## config.mk

```make
export PLATFORM = sky130hd
export DESIGN_NAME = clock_tick_controller
export DESIGN_NICKNAME = d
export VERILOG_FILES = /design/src/rtl/clock_tick_pkg.sv /design/src/rtl/tick_counter.sv /design/src/rtl/clock_tick_controller.sv
export SDC_FILE = /design/constraint.sdc
export NUM_CORES = 1
export LEC_CHECK = 0
export ABC_AREA = 1
export CORE_MARGIN = 4
export CORE_UTILIZATION = 54
export CTS_BUF_LIST = sky130_fd_sc_hd__clkbuf_4 sky130_fd_sc_hd__clkbuf_8
export CTS_CLUSTER_DIAMETER = 50
export DETAILED_ROUTE_END_ITERATION = 10
export PLACE_DENSITY = 0.78
export SLEW_MARGIN = 20
export SYNTH_ARGS = -nofsm -noshare
export SYNTH_HDL_FRONTEND = slang
export SYNTH_SLANG_ARGS = --single-unit
```

## constraint.sdc

```tcl
create_clock -name CP_100MHz -period 1.6 [get_ports CP_100MHz]
set_input_delay 0.32 -clock CP_100MHz [delete_from_list [all_inputs] [get_ports CP_100MHz]]
set_output_delay 0.32 -clock CP_100MHz [all_outputs]
set_load 0.005 [all_outputs]
```

## src/rtl/clock_tick_pkg.sv

```systemverilog
`default_nettype none
// ============================================================================
// Module      : clock_tick_pkg
// Description : Shared constants and FSM state encoding for the clock tick
//               controller and its counter sub-block.
// Revision    : 1.0 - initial release
// ============================================================================
package clock_tick_pkg;

    // Counter width and reset terminal count (100 MHz down to 1 Hz)
    localparam int          c_DEFAULT_N    = 26;
    localparam int unsigned c_DEFAULT_HALF = 49999999;

    // Controller states; encoding is visible on the State output
    typedef enum logic [1:0] {
        ST_IDLE  = 2'd0,
        ST_RUN   = 2'd1,
        ST_PAUSE = 2'd2,
        ST_STEP  = 2'd3
    } state_t;

endpackage
`default_nettype wire

```

## src/rtl/tick_counter.sv

```systemverilog
`default_nettype none
// ============================================================================
// Module      : tick_counter
// Description : Half-period counter with divided-clock toggle and tick pulse.
//               Holds the active terminal count; a load while counting is
//               only issued by the controller on a terminal edge, so the
//               half-period in progress is never disturbed.
// Revision    : 1.0 - initial release
// ============================================================================
module tick_counter
    import clock_tick_pkg::*;
#(
    parameter int          N            = c_DEFAULT_N,
    parameter int unsigned DEFAULT_HALF = c_DEFAULT_HALF
) (
    input  logic         clock,
    input  logic         reset,
    input  logic         enable,
    input  logic         clear,
    input  logic         load,
    input  logic [N-1:0] half,
    output logic         CP_Out,
    output logic         Tick,
    output logic         terminal
);

    logic [N-1:0] r_count;
    logic [N-1:0] r_half;
    logic         r_cp_out;
    logic         r_tick;

    // Terminal count reached: this edge ends the current half-period if counting
    assign terminal = (r_count == r_half);

    // Count, toggle the divided clock and pulse Tick on each toggle
    always_ff @(posedge clock) begin
        if (reset) begin
            r_count  <= '0;
            r_half   <= N'(DEFAULT_HALF);
            r_cp_out <= 1'b0;
            r_tick   <= 1'b0;
        end else begin
            r_tick <= 1'b0;
            if (load) begin
                r_half <= half;
            end
            if (clear) begin
                r_count  <= '0;
                r_cp_out <= 1'b0;
            end else if (enable) begin
                if (terminal) begin
                    r_count  <= '0;
                    r_cp_out <= ~r_cp_out;
                    r_tick   <= 1'b1;
                end else begin
                    r_count <= r_count + 1'b1;
                end
            end else if (load) begin
                // New terminal count applied while stopped restarts the period
                r_count <= '0;
            end
        end
    end

    assign CP_Out = r_cp_out;
    assign Tick   = r_tick;

endmodule
`default_nettype wire

```

## src/rtl/clock_tick_controller.sv

```systemverilog
`default_nettype none
// ============================================================================
// Module      : clock_tick_controller
// Description : Run/pause/single-step controller for a programmable clock
//               divider, with a one-entry shadow register for terminal-count
//               updates via a valid/ready handshake.
// Revision    : 1.0 - initial release
// ============================================================================
module clock_tick_controller
    import clock_tick_pkg::*;
#(
    parameter int          N            = c_DEFAULT_N,
    parameter int unsigned DEFAULT_HALF = c_DEFAULT_HALF
) (
    input  logic         CP_100MHz,
    input  logic         CLR,
    input  logic         Start,
    input  logic         Stop,
    input  logic         Step,
    input  logic         Cfg_Valid,
    input  logic [N-1:0] Cfg_Half,
    output logic         Cfg_Ready,
    output logic         CP_Out,
    output logic         Tick,
    output logic [1:0]   State
);

    state_t       r_state;
    logic         r_pending;
    logic [N-1:0] r_shadow;

    logic         w_enable;
    logic         w_stopped;
    logic         w_terminal;
    logic         w_capture;
    logic         w_apply;

    // Counting happens in RUN and STEP unless Stop (highest priority) freezes it
    assign w_enable  = ((r_state == ST_RUN) || (r_state == ST_STEP)) && !Stop;
    assign w_stopped = (r_state == ST_IDLE) || (r_state == ST_PAUSE);

    // Capture needs an empty shadow; apply needs a full one, so they never coincide
    assign w_capture = Cfg_Valid && !r_pending;
    assign w_apply   = r_pending && (w_stopped || (w_enable && w_terminal));

    tick_counter #(
        .N            (N),
        .DEFAULT_HALF (DEFAULT_HALF)
    ) u_tick_counter (
        .clock    (CP_100MHz),
        .reset    (CLR),
        .enable   (w_enable),
        .clear    (r_state == ST_IDLE),
        .load     (w_apply),
        .half     (r_shadow),
        .CP_Out   (CP_Out),
        .Tick     (Tick),
        .terminal (w_terminal)
    );

    // Run/pause/step sequencing and shadow-register handshake
    always_ff @(posedge CP_100MHz) begin
        if (CLR) begin
            r_state   <= ST_IDLE;
            r_pending <= 1'b0;
            r_shadow  <= '0;
        end else begin
            if (w_capture) begin
                r_shadow  <= Cfg_Half;
                r_pending <= 1'b1;
            end else if (w_apply) begin
                r_pending <= 1'b0;
            end

            case (r_state)
                ST_IDLE: begin
                    if (Start) r_state <= ST_RUN;
                end
                ST_RUN: begin
                    if (Stop) r_state <= ST_PAUSE;
                end
                ST_PAUSE: begin
                    if (Stop)       r_state <= ST_PAUSE;
                    else if (Start) r_state <= ST_RUN;
                    else if (Step)  r_state <= ST_STEP;
                end
                ST_STEP: begin
                    // Stop aborts without a toggle; otherwise leave after the one toggle
                    if (Stop || w_terminal) r_state <= ST_PAUSE;
                end
                default: r_state <= ST_IDLE;
            endcase
        end
    end

    assign Cfg_Ready = !r_pending;
    assign State     = r_state;

endmodule
`default_nettype wire

```

==> results by group <==
Routing
  • Vias after detailed routing: 4532
  • Routed wire length: 11.7 mm
  • TritonRoute pass-1 iters: 5
  • DRC: 0
  • Routed Antenna Nets: 0
  • Wirelength per Cell: 13.6 µm
  • Average vias per placed instance: 5.28
  • Drt first-iter violations: 284

STA
  • Fin crit share: 110%
  • Hold WS: 0.457 ns
  • Slew HR: 69.3%
  • Crit path time final: 1.76 ns
  • Fin. Hold Viols: 0
  • TNS Setup: -3.61 ns
  • Max Clk Rate: 569 MHz
  • Worst-Margin Slew: 0.461 ns
  • Skew final: 0.0114 ns
  • Slew Limit Fails: 0
  • Setup violators final: 31
  • Unrepaired setup endpoints after global routing: true
  • Setup ws final: -0.157 ns

Finish
  • Fraction of layout cells with a size suffix above 1: 25.1%
  • Nets: 785
  • Post-Layout Cell Count: 858
  • Reg area: 1720 µm²
  • N_diodes: 0
  • Fillers: 590
  • Area Growth Syn to Fin: 32.9%
  • Post-layout util: 73.6%
  • Finished Cell Area: 5660 µm²
  • Multi-input gate area: 2430 µm²

Min path
  • Worst Hold Endpoint: r_shadow[8]
  • Min-delay worst type: register to register
  • Min-delay src: r_shadow[8]
  • Hold depth: 2

Worst setup path
  • CP Capture Type: register
  • Worst Path Required: 1.85 ns
  • Critical path origin: u_tick_counter.r_half[9]
  • Setup CP Type: register to register
  • Startpoint types: register
  • FF-to-FF setup slack: -0.16 ns
  • Crit path DAT: 2.00 ns
  • R2R Path End: u_tick_counter.r_half[3]
  • R2R depth: 11
  • FF-to-FF Start: u_tick_counter.r_half[9]
  • Worst-path maximum fanout: 7

Power and ir drop
  • Sequential power share: 49.7%
  • P_sw: 1.50 mW
  • Max VDD drop: 0.517 mV
  • Logic gate share of total power: 20.8%
  • Total power after layout: 4.70 mW
  • Pint: 3.20 mW
  • P_leak: 2.43 nW
  • Clk pwr share: 29.6%
  • Sw Ratio: 31.9%
  • Pwr per Cell Area: 831 nW/µm²

Clocking
  • CTS H-tree depth: 3
  • TritonCTS clock tree: yes
  • Clk_lat worst skew: 0.37 ns
  • Clock sinks: 83
  • Num CTS Buffers: 9
  • CTS root buf: clkbuf_8
  • Clk buf depth: 2
  • Clk pin slew, worst setup/hold paths: 0.08 ns

Synthesis
  • Yosys cell types: 25
  • Number of synthesized register bits: 83
  • Synthesized cell area: 4260 µm²
  • Sequential area share after synthesis: 39.0%
  • Syn nets: 693
  • Syn Inst Count: 660
  • Synthesized area per cell: 6.45 µm²
  • Ys Warns: 0

Floorplanning
  • Die Height: 96.8 µm
  • Ports: 37
  • Total core area: 7690 µm²
  • Row count: 32
  • Die ar.: 9370 µm²
  • Die width: 96.8 µm
  • Starting Density: 55.4%

Global routing
  • Largest net degree at the start of global routing: 54
  • Initial antenna violation count: 0
  • Vias in the first global route: 4123
  • First-pass GRT wire length: 18.4 mm
  • GRT Total Usage: 23.6%
  • GRT Residual Overflow: 0

Placed design
  • Cells after DPL: 834
  • Dpl ws: -0.173 ns
  • Hpwl dp: 7.87 mm
  • I/O Buffers: 36
  • Routability congestion estimate: 1.03
  • Area post-placement: 5110 µm²

Status
  • Failing checks: setup timing
  • Status: finished, violations left

Run
  • Max-Cap Viols: 0
[cells in the mapped netlist]
library cell,number,share of area (%)
nand2_1,179,16
nor2_1,97,8.6
dfxtp_1,83,39
nand3_1,70,8.2
inv_1,63,5.6
a21oi_1,44,5.2
o21ai_0,35,4.1
clkbuf_1,16,1.4
nand4_1,15,2.2
xor2_1,13,2.7
inv_2,11,0.97
nor3_1,8,0.94
buf_2,6,0.71
buf_6,4,1.1
nor2_2,4,0.59
clkinv_1,2,0.18
nand2_8,2,0.94
and2_1,1,0.15
ha_1,1,0.29
nand4_4,1,0.50
nor2_4,1,0.26
nor3b_1,1,0.18
o211a_1,1,0.24
o22ai_1,1,0.15
or2_2,1,0.15
[kinds of logic after synthesis]
kind of cell | Yosys count | synth area share [%]
and+or+nand+nor | 380 | 38.5
buffers and inverters | 102 | 9.87
DFF | 83 | 39.0
AOI/OAI and AO/OA | 81 | 9.67
xor gates and xnor gates | 13 | 2.67
adders and majority gates | 1 | 0.294
[worst max-delay path by stage]
stage | endpoint | slack [ns] | cells past startpoint
after floorplan | u_tick_counter.r_count[6] | 0.02 | 7
after global placement | u_tick_counter.r_half[17] | -0.11 | 7
after CTS | u_tick_counter.r_half[22] | -0.06 | 11
after detailed placement | u_tick_counter.r_half[22] | -0.17 | 7
final | u_tick_counter.r_half[3] | -0.16 | 11
after global routing | u_tick_counter.r_half[7] | -0.25 | 11
[critical path, stage by stage (launching register included)]
cell,delay (ns)
dfxtp_4,0.38
inv_1,0.04
nand2_1,0.07
nand2_2,0.09
nor2_4,0.12
nand3_2,0.08
nor2_4,0.15
nand4_4,0.22
nand2_8,0.22
nand2_4,0.10
nand2_1,0.10
nand3_1,0.06
[placed cells by master, fill, tap and decap left out, types with 5 or more instances in the layout]
cell / count
nand2_4: 5
buf_4: 57
nand3_1: 64
a21oi_1: 41
nor2_4: 7
inv_1: 59
o21ai_0: 35
dfxtp_1: 49
nor3_2: 5
dfxtp_2: 29
xor2_1: 13
nand3_2: 5
nor2_2: 10
nand2_1: 161
nand4_1: 15
nor2_1: 85
clkdlybuf4s50_1: 35
inv_2: 13
nand2_2: 16
dfxtp_4: 5
clkbuf_8: 9
buf_6: 7
[what timing repair did]
item	4_1_cts	5_1_grt
setup buffers	1	5
hold buffers	0	0
endpoints found under the setup margin	56	57
cloned	3	1
resized for setup	43	66
pin swaps	3	27
[power by group through the flow]
stage                     clock network [mW]  logic, mW  registers, mW
after floorplan                            0      0.555           2.33
after global placement                     0      0.825           2.36
after detailed placement                   0      0.852           2.36
after CTS                               1.40      0.902           2.32
after global routing                    1.50       1.07           2.35
final                                   1.39      0.976           2.34
[metal layers]
layer	wire, µm	vias to the layer above	GRT usage, %
met3	757	44	3.32
li1	-	2279	-
met1	5000	2027	29.7
met5	0	-	0
met4	453	0	11.6
met2	5450	182	39.7
[state kept, by name, summed over array words and instances (netlist names)]
signal and cells:
r_shadow 26, u_tick_counter.CP_Out 1, r_pending 1, State 2
u_tick_counter.r_count 26, u_tick_counter.Tick 1, u_tick_counter.r_half 26
[layout make-up]
class	count	share of cell area (%)
Multi-Input combinational cell	479	42.9
Sequential cell	83	30.3
Timing Repair Buffer	103	16.4
Inverter	76	5.13
Tap cell	102	2.26
Clock buffer	9	2.19
Clock inverter	6	0.862
Power figures use the tool's default switching activity.
